## src/rtl/v_hier_pkg.sv

```systemverilog
// Shared types for the qvec change monitor: FSM state encoding and the
// event record that travels through the event FIFO.
package v_hier_pkg;

    // Default widths of the monitored vector and of the stamp/counter fields.
    // The event record below is laid out with these values, so the top-level
    // parameters default to them.
    localparam int MON_WIDTH = 4;
    localparam int MON_CNT_W = 8;

    // Monitor sequencing: IDLE (off), ARM (take baseline), RUN (detect).
    typedef enum logic [1:0] {
        IDLE = 2'd0,
        ARM  = 2'd1,
        RUN  = 2'd2
    } mon_state_e;

    // One detected change: value after the change, changed bits, timestamp.
    typedef struct packed {
        logic [MON_WIDTH-1:0] data;
        logic [MON_WIDTH-1:0] mask;
        logic [MON_CNT_W-1:0] stamp;
    } mon_evt_t;

endpackage

```

## src/rtl/v_hier_evt_fifo.sv

```systemverilog
// Synchronous event FIFO. Pointers carry one extra wrap bit so that full
// and empty are distinguished without an occupancy counter. The head entry
// is presented combinationally on rdata. flush empties the FIFO and wins
// over push and pop in the same cycle.
module v_hier_evt_fifo
    import v_hier_pkg::*;
#(
    parameter int DEPTH = 4
) (
    input  logic     clk,
    input  logic     reset_l,
    input  logic     flush,
    input  logic     push,
    input  logic     pop,
    input  mon_evt_t wdata,
    output mon_evt_t rdata,
    output logic     full,
    output logic     empty
);

    localparam int AW = $clog2(DEPTH);

    logic [AW:0] wr_ptr;
    logic [AW:0] rd_ptr;
    mon_evt_t    mem [DEPTH];

    // Read/write pointers; flush returns both to the start.
    // NOTE: all clocked state uses non-blocking assignments so every register
    // samples pre-edge values and simulation order cannot change behaviour.
    always_ff @(posedge clk or negedge reset_l) begin
        if (!reset_l) begin
            wr_ptr <= '0;
            rd_ptr <= '0;
        end else if (flush) begin
            wr_ptr <= '0;
            rd_ptr <= '0;
        end else begin
            if (push) begin
                wr_ptr <= wr_ptr + 1'b1;
            end
            if (pop) begin
                rd_ptr <= rd_ptr + 1'b1;
            end
        end
    end

    // Entry storage, written at the tail on push.
    // NOTE: the array has no reset; an entry is only ever read after it has
    // been written, and the top masks the head while the FIFO is empty.
    always_ff @(posedge clk) begin
        if (push && !flush) begin
            mem[wr_ptr[AW-1:0]] <= wdata;
        end
    end

    assign rdata = mem[rd_ptr[AW-1:0]];
    assign empty = (wr_ptr == rd_ptr);
    assign full  = (wr_ptr[AW] != rd_ptr[AW]) &&
                   (wr_ptr[AW-1:0] == rd_ptr[AW-1:0]);

endmodule

```

## src/rtl/v_hier_qvec_mon.sv

```systemverilog
// qvec change monitor. Samples qvec every clock; once armed, every cycle in
// which qvec differs from the previous sample queues one event
// {new value, changed bits, timestamp}. Events drain over a valid/ready
// stream. Also keeps a saturating change counter and a sticky overflow flag
// for events dropped while the FIFO was full.
module v_hier_qvec_mon
    import v_hier_pkg::*;
#(
    parameter int WIDTH = MON_WIDTH,
    parameter int CNT_W = MON_CNT_W,
    parameter int DEPTH = 4
) (
    input  logic             clk,
    input  logic             reset_l,
    input  logic [WIDTH-1:0] qvec,
    input  logic             enable,
    input  logic             clear,
    output logic             evt_valid,
    input  logic             evt_ready,
    output logic [WIDTH-1:0] evt_data,
    output logic [WIDTH-1:0] evt_mask,
    output logic [CNT_W-1:0] evt_stamp,
    output logic [CNT_W-1:0] chg_count,
    output logic             overflow
);

    mon_state_e       state;
    logic [WIDTH-1:0] q_d;
    logic [CNT_W-1:0] stamp_cnt;
    mon_evt_t         last_evt;
    mon_evt_t         new_evt;
    mon_evt_t         head_evt;
    mon_evt_t         evt_view;

    logic chg;
    logic push_req;
    logic pop;
    logic fifo_push;
    logic fifo_full;
    logic fifo_empty;
    logic drop;

    // A change is only recognised in RUN while still enabled; the cycle
    // enable falls is treated as leaving RUN and reports nothing.
    assign chg       = (state == RUN) && enable && (qvec != q_d);
    assign push_req  = chg && !clear;
    assign evt_valid = !fifo_empty;
    assign pop       = evt_valid && evt_ready;
    // A full FIFO still accepts the new event when the head leaves that cycle.
    assign fifo_push = push_req && (!fifo_full || pop);
    assign drop      = push_req && fifo_full && !pop;

    // Assemble the event record for the current cycle.
    // NOTE: every field gets a value on every path through always_comb, which
    // keeps the block purely combinational with no inferred latch.
    always_comb begin
        new_evt       = '0;
        new_evt.data  = qvec;
        new_evt.mask  = qvec ^ q_d;
        new_evt.stamp = stamp_cnt;
    end

    // Monitor sequencing and baseline capture; clear leaves both untouched.
    always_ff @(posedge clk or negedge reset_l) begin
        if (!reset_l) begin
            state <= IDLE;
            q_d   <= '0;
        end else begin
            case (state)
                IDLE: begin
                    if (enable) begin
                        state <= ARM;
                    end
                end
                ARM: begin
                    q_d   <= qvec;
                    state <= enable ? RUN : IDLE;
                end
                RUN: begin
                    q_d <= qvec;
                    if (!enable) begin
                        state <= IDLE;
                    end
                end
                default: begin
                    state <= IDLE;
                end
            endcase
        end
    end

    // Free-running timestamp, wraps naturally; clear restarts it at zero.
    always_ff @(posedge clk or negedge reset_l) begin
        if (!reset_l) begin
            stamp_cnt <= '0;
        end else if (clear) begin
            stamp_cnt <= '0;
        end else begin
            stamp_cnt <= stamp_cnt + 1'b1;
        end
    end

    // Change counter: counts every detected change, dropped or not, and
    // holds once it reaches all-ones.
    always_ff @(posedge clk or negedge reset_l) begin
        if (!reset_l) begin
            chg_count <= '0;
        end else if (clear) begin
            chg_count <= '0;
        end else if (chg && !(&chg_count)) begin
            chg_count <= chg_count + 1'b1;
        end
    end

    // Sticky overflow: set when an event is lost to a full FIFO.
    always_ff @(posedge clk or negedge reset_l) begin
        if (!reset_l) begin
            overflow <= 1'b0;
        end else if (clear) begin
            overflow <= 1'b0;
        end else if (drop) begin
            overflow <= 1'b1;
        end
    end

    // Remember the most recently consumed event so the outputs hold it
    // while the FIFO is empty.
    always_ff @(posedge clk or negedge reset_l) begin
        if (!reset_l) begin
            last_evt <= '0;
        end else if (pop && !clear) begin
            last_evt <= head_evt;
        end
    end

    v_hier_evt_fifo #(
        .DEPTH (DEPTH)
    ) u_evt_fifo (
        .clk     (clk),
        .reset_l (reset_l),
        .flush   (clear),
        .push    (fifo_push),
        .pop     (pop && !clear),
        .wdata   (new_evt),
        .rdata   (head_evt),
        .full    (fifo_full),
        .empty   (fifo_empty)
    );

    // Present the head while events are queued, otherwise the last one taken.
    assign evt_view  = fifo_empty ? last_evt : head_evt;
    assign evt_data  = evt_view.data;
    assign evt_mask  = evt_view.mask;
    assign evt_stamp = evt_view.stamp;

endmodule

```

## config.mk

```make
export PLATFORM = sky130hd
export DESIGN_NAME = v_hier_qvec_mon
export DESIGN_NICKNAME = d
export VERILOG_FILES = /design/src/rtl/v_hier_pkg.sv /design/src/rtl/v_hier_evt_fifo.sv /design/src/rtl/v_hier_qvec_mon.sv
export SDC_FILE = /design/constraint.sdc
export NUM_CORES = 1
export LEC_CHECK = 0
export ABC_AREA = 1
export BUFFER_PORTS_ARGS = -buffer_cell sky130_fd_sc_hd__buf_2
export CAP_MARGIN = 0
export CORE_MARGIN = 2
export CORE_UTILIZATION = 54
export CTS_CLUSTER_SIZE = 25
export DETAILED_ROUTE_END_ITERATION = 7
export PLACE_DENSITY_LB_ADDON = 0.15
export REMOVE_ABC_BUFFERS = 1
export SLEW_MARGIN = 40
export SYNTH_ARGS = -nofsm -noshare
export SYNTH_HDL_FRONTEND = slang
export SYNTH_SLANG_ARGS = --single-unit
```

## constraint.sdc

```tcl
create_clock -name clk -period 2.03 [get_ports clk]
set_input_delay 0.406 -clock clk [delete_from_list [all_inputs] [get_ports clk]]
set_output_delay 0.406 -clock clk [all_outputs]
set_load 0.005 [all_outputs]
```

==> impl_metrics.tcl, run 1 <==
set metrics [dict create \
    drtIter0Drc 222 \
    hold_ws_ns -0.01017 \
    clock_latency_ns 0.38 \
    cp_data_required_time_ns 1.62 \
    ys_warn_count 0 \
    globalRouteOverflowTotal 0 \
    start_util_pct 56.18 \
    worstSetupPathType "reg -> out" \
    p_seq_share_pct 44.4 \
    relSlewSlack_pct 77.80 \
    design_area_um2 6117 \
    cts_inserted_buffers 9 \
    finalHoldViolCount 9 \
    drive_above_1_share_pct 27.97 \
    synth_seq_area_share_pct 61.61 \
    rsz0062_at_grt "true" \
    fin_crit_sh_pct 103.9 \
    path_cells "buf_4 -> clkbuf_16 -> nor2_1 -> o22ai_2 -> nand2_1 -> o21ai_1 -> buf_2" \
    grtUsageMet3_pct 4.568 \
    max_freq_mhz 474.2 \
    final.setup.worst_slack_ns -0.07879 \
    dieArea_um2 9943 \
    status "finished with violations" \
    syn_inst 494 \
    power_mw 6.248 \
    worst_pin_slew_ns 0.3305 \
    leakage_nw 2.653 \
    nets 586 \
    grt_pass1_vias 3663 \
    cts_tree "built" \
    grt_pass1_wl_mm 18.24 \
    post_dp_cell_area_um2 5333 \
    worst_hold_path_type "in -> async" \
    p_per_area_nw_per_um2 1021 \
    dr_total_vias 3902 \
    peakVddDrop_uv 725.0 \
    grt_antenna_before_repair 0 \
    post_drt_wl_per_cell_um 17.70 \
    clock_power_share_pct 21.8 \
    grt_use_met2_pct 38.57 \
    violations "negative hold slack, negative setup slack" \
    maxCapViolCount 0 \
    cts_root_buffer "clkbuf_8" \
    clkTransAtPathRegs_ns 0.11 \
    post-route-drc-count 0 \
    grtUsageMet1_pct 32.05 \
    numPortBuffers 34 \
    synth_area_um2 4947 \
    grt_start_max_net_pins 46 \
    comb_power_share_pct 33.8 \
    core_area_um2 8806 \
    first_pass_iters 5 \
    internal-power_mw 4.126 \
    io_pins 35 \
    die_w_um 99.72 \
    final_core_util_pct 69.47 \
    synth_area_per_cell_um2 10.01 \
    arrival_ns 1.70 \
    vias_per_cell 5.738 \
    cp_slowest_cell "dfrtp_2" \
    place.detailed.hpwl_mm 6.253 \
    die-height_um 99.72 \
    cp-end-kind "output pin" \
    clkSinkCount 109 \
    detail_route.wirelength_mm 12.04 \
    fin_cells 680 \
    n_antenna_cell 0 \
    synth-seq-cells 109 \
    cp_num_buf_inv 3 \
    final_antenna_net_count 0 \
    yosysUniqueCellTypes 28 \
    slowest_delay_ns 0.49 \
    top_usage_layer "met2" \
    clock_skew_ns 0.01286 \
    slew_violations 0 \
    p_sw_share_pct 33.95 \
    hold_buffers 0 \
    p_switching_mw 2.121 \
    cp-start-kind "flop" \
    grt_usage_pct 23.98 \
    cts.htree.levels 3 \
    min_period_ns 2.109 \
    setup_viol 17 \
    place_congestion 0.7772 \
    area_growth_pct 23.65 \
    clockBufferDepth 2 \
    tns_ns -0.8721 \
    path_delay_family "flip-flops" \
    dp.cells 634 \
    num_rows 34 \
    worst-path-max-fanout 12 \
]
==> flip-flops by register name (all words and copies together) (netlist names) <==
| signal | count |
|---|---|
| overflow | 1 |
| last_evt | 16 |
| q_d | 4 |
| chg_count | 8 |
| stamp_cnt | 8 |
| state | 2 |
| u_evt_fifo.rd_ptr | 3 |
| u_evt_fifo.wr_ptr | 3 |
| u_evt_fifo.mem | 64 |
==> metrics by stage <==
stage	worst slack (ns)	hold slack (ns)
finish	-0.07879	-0.01017
global route	-0.1606	0.008746
CTS	-0.1038	0.008748
detailed placement	0.03165	0.4170
global placement	0.1474	0.4124
floorplan	-0.5817	0.1104
==> worst paths after layout <==
kind	startpoint	to	slack [ns]	cells past startpoint
worst max-delay path	u_evt_fifo.rd_ptr[0]	evt_mask[0]	-0.08	7
worst min-delay path	reset_l	last_evt[4]	-0.01	2
worst max register to register	u_evt_fifo.rd_ptr[0]	last_evt[11]	0.03	12
worst min register to register	last_evt[3]	last_evt[3]	0.53	2
max in group asynchronous	reset_l	u_evt_fifo.rd_ptr[0]	1.78	2
min in group clk	enable	state[1]	0.30	3
==> repair_timing <==
item,CTS,global route
cloned,6,2
gates resized for setup,33,65
endpoints found under the setup margin,17,46
pin swaps,17,12
buffers inserted,13,11
==> cell type report <==
cell class | instances | area (um2)
Multi-Input combinational cell | 326 | 1899
Clock inverter | 7 | 82.58
Clock buffer | 9 | 123.9
Timing Repair Buffer | 74 | 633.1
Sequential cell | 109 | 3049
Inverter | 47 | 193.9
Tap cell | 108 | 135.1
Fill cell | 650 | 2689
==> kinds of logic after synthesis <==
group,after synthesis,share of synthesized area (%)
DFF,109,61.61
adders and majority gates,10,2.529
AOI/OAI and AO/OA,99,11.68
buffers and inverters,65,5.640
xor gates and xnor gates,7,1.239
and+or+nand+nor,204,17.30
==> worst reg2reg max path, stage by stage (launching register included) <==
cell and delay (ns):
dfrtp_2 0.49, buf_4 0.17, clkbuf_16 0.17, nor2_2 0.13, o22ai_2 0.10, buf_4 0.15
buf_4 0.12, buf_4 0.12, buf_4 0.12, buf_4 0.12, buf_4 0.12, nand2_1 0.07
o21ai_2 0.05
==> power by group through the flow <==
stage / logic, mW / clock network, mW / registers, mW
floorplan: 1.03 / 0 / 2.80
global placement: 1.58 / 0 / 2.80
global route: 2.35 / 1.48 / 2.80
finish: 2.11 / 1.36 / 2.77
detailed placement: 1.63 / 0 / 2.81
CTS: 1.95 / 1.39 / 2.77
==> layer usage <==
layer | vias to the layer above | wire length, um
li1 | 1822 | -
met1 | 1880 | 4974
met2 | 164 | 5851
met3 | 36 | 805
met4 | 0 | 408
met5 | - | 0
==> cell usage after synthesis <==
cell type,instances,area (um2)
a21oi_1,5,25.02
buf_2,7,35.03
buf_4,1,7.510
buf_6,3,33.78
clkbuf_1,7,26.28
clkinv_1,1,3.750
dfrtp_1,45,1126
edfxtp_1,64,1922
ha_1,10,125.1
inv_1,40,150.1
inv_2,6,22.52
nand2_1,112,420.4
nand2_4,1,11.26
nand3_1,18,90.09
nand3_2,1,10.01
nand3_4,1,17.52
nand4_1,8,50.05
nor2_1,60,225.2
nor2_2,1,6.260
nor2_8,1,20.02
nor3_1,1,5.000
o21ai_0,54,270.3
o21ai_1,7,35.03
o21ai_2,16,140.1
o21bai_1,1,7.510
o22ai_1,16,100.1
xnor2_1,1,8.760
xor2_1,6,52.55
==> layout by cell type, fill, tap and decap left out, types with 3 or more instances in the layout <==
master,count
nand2_1,103
edfxtp_1,64
nor2_1,52
dfrtp_1,44
inv_1,38
buf_2,33
o21ai_0,28
o21ai_1,27
buf_4,24
o21ai_2,21
nand3_1,18
o22ai_2,11
ha_1,10
nor2_2,9
clkbuf_8,9
buf_12,9
nand4_1,8
inv_2,6
nand2_4,6
nand3_4,6
xor2_1,6
buf_6,6
a21oi_1,5
o22ai_1,5
nand2_2,3
(Power assumes the default switching activity.)
==> run 2: changes to the inputs <==
--- a/config.mk
+++ b/config.mk
@@ -5,7 +5,8 @@
 export SDC_FILE = /design/constraint.sdc
 export NUM_CORES = 1
 export LEC_CHECK = 0
-export ABC_AREA = 1
+export ABC_AREA = 0
+export ABC_CLOCK_PERIOD_IN_PS = 2029
 export BUFFER_PORTS_ARGS = -buffer_cell sky130_fd_sc_hd__buf_2
 export CAP_MARGIN = 0
 export CORE_MARGIN = 2
==> impl_metrics.tcl, run 2 <==
set metrics [dict create \
    status "finished with violations" \
    violations "negative setup slack" \
    synth_commonest_cells "edfxtp_1 (64), dfrtp_1 (45), mux2_2 (31), nor2_1 (15), mux4_2 (13)" \
    r2r_start "u_evt_fifo.rd_ptr[0]" \
    cts_root_buffer "clkbuf_8" \
    fin_crit_sh_pct 119.2 \
    synth_most_common_cell "edfxtp_1" \
    num_rows 34 \
    synth_area_um2 4765 \
    numPortBuffers 34 \
    core_area_um2 8636 \
    syn_inst 289 \
    cts.htree.levels 3 \
    nets 379 \
    clkTransAtPathRegs_ns 0.10 \
    vias_per_cell 5.564 \
    dp_slack_ns -0.04536 \
    peakVddDrop_uv 592.7 \
    relSlewSlack_pct 54.52 \
    place.detailed.hpwl_mm 5.323 \
    slowest_delay_ns 0.47 \
    die-height_um 97.93 \
    fillerInstances 648 \
    cts_tree "built" \
    clockBufferDepth 2 \
    grt_start_max_net_pins 46 \
    final_antenna_net_count 0 \
    cp-end-kind "output pin" \
    cp_num_buf_inv 2 \
    synthArstFlopShare_pct 41.28 \
    setup_viol 17 \
    path_cells "xor2_2 -> or3_4 -> buf_8 -> mux2_4 -> buf_6" \
    hold_buffers 0 \
    reg2reg_slack_ns 0.06 \
    detail_route.wirelength_mm 8.497 \
    ys_warn_count 0 \
    n_antenna_cell 0 \
    clkSinkCount 109 \
    io_pins 35 \
    first_pass_iters 4 \
    synth_edf_count 64 \
    multiInputGateArea_um2 1668 \
    final_core_util_pct 65.42 \
    drive_above_1_share_pct 43.01 \
    dr_total_vias 2632 \
    start_util_pct 55.17 \
    grt_pass1_wl_mm 14.00 \
    die_w_um 97.93 \
    cp_slowest_cell "dfrtp_2" \
    cp_data_required_time_ns 1.62 \
    yosysTopAreaCell "edfxtp_1" \
    worstSetupPathType "reg -> out" \
    mostFrequentLayoutCell "edfxtp_1" \
    final.setup.worst_slack_ns -0.3907 \
    synth_area_per_cell_um2 16.49 \
    startpoint "u_evt_fifo.rd_ptr[0]" \
    synth_area_leaders "edfxtp_1 (40%), dfrtp_1 (24%), mux2_2 (7.3%)" \
    place_congestion 0.7256 \
    post_dp_cell_area_um2 5333 \
    finalHoldViolCount 0 \
    clock_latency_ns 0.36 \
    worst_pin_slew_ns 0.6797 \
    largest_reg_flops 64 \
    design_area_um2 5649 \
    rsz0062_at_grt "true" \
    arrival_ns 2.01 \
    globalRouteOverflowTotal 0 \
    maxCapViolCount 0 \
    worst-path-max-fanout 7 \
    cts_inserted_buffers 9 \
    grt_usage_pct 19.12 \
    post-route-drc-count 0 \
    p_per_area_nw_per_um2 1051 \
    synth_seq_area_share_pct 63.97 \
    grt_antenna_before_repair 0 \
    seq_area_um2 3050 \
    power_mw 5.938 \
    path_delay_family "flip-flops" \
    synth-seq-cells 109 \
    clock_skew_ns 0.01151 \
    grt_pass1_vias 2743 \
    final_cell_mix "edfxtp_1 (64), dfrtp_1 (43), mux2_2 (30), buf_2 (29), buf_4 (27)" \
    area_growth_pct 18.57 \
    synth_ff_type "edfxtp_1" \
    leakage_nw 2.201 \
    dieArea_um2 9590 \
    min_period_ns 2.421 \
    max_freq_mhz 413.1 \
    slew_violations 0 \
    cp-start-kind "flop" \
    post_drt_wl_per_cell_um 17.96 \
    tns_ns -6.114 \
    drtIter0Drc 100 \
    synth.top_cell.area_share_pct 40.34 \
    worst_hold_path_type "in -> async" \
    yosysUniqueCellTypes 39 \
]
-- run 2: worst paths after layout --
kind	depth (start not counted)	end
max	5	evt_mask[3]
min	2	last_evt[12]
max reg2reg	6	last_evt[0]
min reg2reg	1	overflow
max in group asynchronous	2	u_evt_fifo.rd_ptr[0]
min in group clk	3	state[1]
-- run 2: power by group --
group / total [mW] / switching (mW) / internal, mW
Clock: 1.18 / 0.700 / 0.481
Combinational: 1.96 / 0.785 / 1.18
Sequential: 2.79 / 0.139 / 2.65
-- run 2: cell type report --
class / instances / share of cell area (%)
Sequential cell: 109 / 54.00
Multi-Input combinational cell: 161 / 29.52
Timing Repair Buffer: 72 / 10.50
Clock buffer: 11 / 2.503
Tap cell: 108 / 2.392
Clock inverter: 5 / 0.6202
Inverter: 7 / 0.4651
-- run 2: layer usage --
| metal | global-route usage [%] | wire [um] | vias to the layer above |
|---|---|---|---|
| li1 | - | - | 1240 |
| met1 | 25.21 | 3859 | 1337 |
| met2 | 32.98 | 4320 | 47 |
| met3 | 2.649 | 210 | 8 |
| met4 | 6.410 | 106 | 0 |
| met5 | 0 | 0 | - |
-- run 2: kinds of logic (layout without fill, tap and decap cells) --
group                      Yosys count  after routing  synth area share (%)
muxes                               56             56                 17.86
AOI/OAI and AO/OA                   27             27                 3.729
and+or+nand+nor                     52             52                 5.935
buffers and inverters               19             95                 2.390
adders and majority gates           10             10                 2.626
xor gates and xnor gates            16             16                 3.493
DFF                                109            109                 63.97
-- run 2: through the flow --
| stage | hold slack, ns | cells |
|---|---|---|
| 2_1_floorplan | 0.1104 | 277 |
| 3_3_place_gp | 0.4129 | 453 |
| 3_5_place_dp | 0.4168 | 453 |
| 4_1_cts | 0.01686 | 470 |
| 5_1_grt | 0.02924 | 473 |
| 6_report | 0.01633 | 473 |
-- run 2: worst reg2reg max path: stages (launching register included) --
cell and delay [ns]:
dfrtp_2 0.47, xor2_2 0.17, buf_4 0.13, buf_4 0.13, o31ai_4 0.10, nor2_4 0.47, mux2_2 0.40
-- run 2: what timing repair did --
| action | CTS | global route |
|---|---|---|
| gates cloned | 1 | 0 |
| setup buffers | 0 | 3 |
| setup endpoints to repair | 18 | 83 |
| pin swaps | 1 | 0 |
| resized for setup | 11 | 15 |
==> run 3: changes to the inputs <==
--- a/config.mk
+++ b/config.mk
@@ -6,11 +6,11 @@
 export NUM_CORES = 1
 export LEC_CHECK = 0
 export ABC_AREA = 0
-export ABC_CLOCK_PERIOD_IN_PS = 2029
+export ABC_CLOCK_PERIOD_IN_PS = 2800
 export BUFFER_PORTS_ARGS = -buffer_cell sky130_fd_sc_hd__buf_2
 export CAP_MARGIN = 0
 export CORE_MARGIN = 2
-export CORE_UTILIZATION = 54
+export CORE_UTILIZATION = 64
 export CTS_CLUSTER_SIZE = 25
 export DETAILED_ROUTE_END_ITERATION = 7
 export PLACE_DENSITY_LB_ADDON = 0.15
==> constraint.sdc (replaced) <==
create_clock -name clk -period 2.8 [get_ports clk]
set_input_delay 0.56 -clock clk [delete_from_list [all_inputs] [get_ports clk]]
set_output_delay 0.56 -clock clk [all_outputs]
set_load 0.005 [all_outputs]
==> impl_metrics.tcl, run 3 (same netlist as run 2, synthesis figures left out) <==
set metrics [dict create \
    status "finished, final reports clean" \
    max_freq_mhz 375.2 \
    drive_above_1_share_pct 35.78 \
    clock_latency_ns 0.37 \
    hold_buffers 0 \
    rsz0062_at_grt "false" \
    globalRouteOverflowTotal 0 \
    power_mw 4.089 \
    detail_route.wirelength_mm 8.022 \
    cp_data_required_time_ns 2.24 \
    mostFrequentLayoutCell "edfxtp_1" \
    post_dp_cell_area_um2 5084 \
    tns_ns 0 \
    dp.cells 424 \
    numPortBuffers 34 \
    r2r_end "u_evt_fifo.mem[0][11]" \
    dr_total_vias 2552 \
    fin_cells 440 \
    final_cell_mix "edfxtp_1 (64), dfrtp_1 (45), buf_2 (34), mux2_2 (31), nor2_1 (15)" \
    arrival_ns 2.11 \
    cts_resized 0 \
    cts_root_buffer "clkbuf_8" \
    clkSinkCount 109 \
    r2r_start "q_d[1]" \
    nets 355 \
    die-height_um 90.28 \
    setup_viol 0 \
    relSlewSlack_pct 61.15 \
    finalHoldViolCount 0 \
    cts_tree "built" \
    worst_hold_path_type "in -> async" \
    grt_pass1_wl_mm 13.03 \
    clockBufferDepth 2 \
    io_pins 35 \
    cp-start-kind "flop" \
    start_util_pct 66.04 \
    maxCapViolCount 0 \
    dp_slack_ns 0.3226 \
    min_period_ns 2.666 \
    rr_worst_depth 5 \
    core_area_um2 7214 \
    fin_crit_sh_pct 95.20 \
    clock_skew_ns 0.01592 \
    cts.htree.levels 3 \
    first_pass_iters 4 \
    seq_area_um2 3048 \
    grt_pass1_vias 2623 \
    worst-path-max-fanout 11 \
    cp-end-kind "output pin" \
    reg2reg_slack_ns 0.60 \
    largest_reg_flops 64 \
    drtIter0Drc 86 \
    postCtsSetupBuffers 0 \
    cts_inserted_buffers 9 \
    final.setup.worst_slack_ns 0.1344 \
    hold_ws_ns 0.1398 \
    post-route-drc-count 0 \
    final_antenna_net_count 0 \
    fillerInstances 471 \
    design_area_um2 5275 \
    slew_violations 0 \
    area_growth_pct 10.71 \
    vias_per_cell 5.800 \
    num_rows 31 \
    grt_usage_pct 21.25 \
    place_congestion 0.6844 \
    post_drt_wl_per_cell_um 18.23 \
    dieArea_um2 8150 \
    multiInputGateArea_um2 1610 \
    worstSetupPathType "reg -> out" \
    worst_pin_slew_ns 0.5775 \
    grt_antenna_before_repair 0 \
    place.detailed.hpwl_mm 5.339 \
    n_antenna_cell 0 \
    p_per_area_nw_per_um2 775.2 \
    final_core_util_pct 73.12 \
    clkTransAtPathRegs_ns 0.10 \
    leakage_nw 2.070 \
    peakVddDrop_uv 429.1 \
    die_w_um 90.28 \
    grt_start_max_net_pins 27 \
]
run 3: final cells by class:
cell class,instances,share of cell area [%]
Inverter,7,0.4981
Clock inverter,6,1.210
Clock buffer,10,2.419
Tap cell,99,2.348
Multi-Input combinational cell,161,30.53
Timing Repair Buffer,48,5.218
Sequential cell,109,57.78
run 3: worst max path at each step:
stage                         startpoint  cells past startpoint                     to
global route        u_evt_fifo.wr_ptr[0]                      5           evt_stamp[7]
global placement                 qvec[2]                      6   u_evt_fifo.mem[0][8]
floorplan                        qvec[2]                      4   u_evt_fifo.mem[0][0]
CTS                 u_evt_fifo.wr_ptr[1]                      5            evt_data[0]
finish              u_evt_fifo.wr_ptr[1]                      5            evt_data[0]
detailed placement               qvec[1]                      6  u_evt_fifo.mem[1][12]
run 3: critical path, stage by stage (launching register included):
cell and delay (ns):
dfrtp_1 0.48, xor2_4 0.21, or3_1 0.41, buf_4 0.21, mux2_4 0.30, buf_2 0.12
run 3: metal layers:
layer	routed length [um]	vias to the layer above	global-route usage, %	share of wire [%]
met5	0	-	0	0
met3	267	9	4.508	3.3
li1	-	1187	-	-
met4	110	0	7.179	1.4
met1	3409	1310	26.29	42
met2	4235	46	37.53	53
run 3: power by group:
part | switching (mW) | internal (mW)
Combinational | 0.487 | 0.646
Clock | 0.511 | 0.412
Sequential | 0.109 | 1.92
Total | 1.11 | 2.98
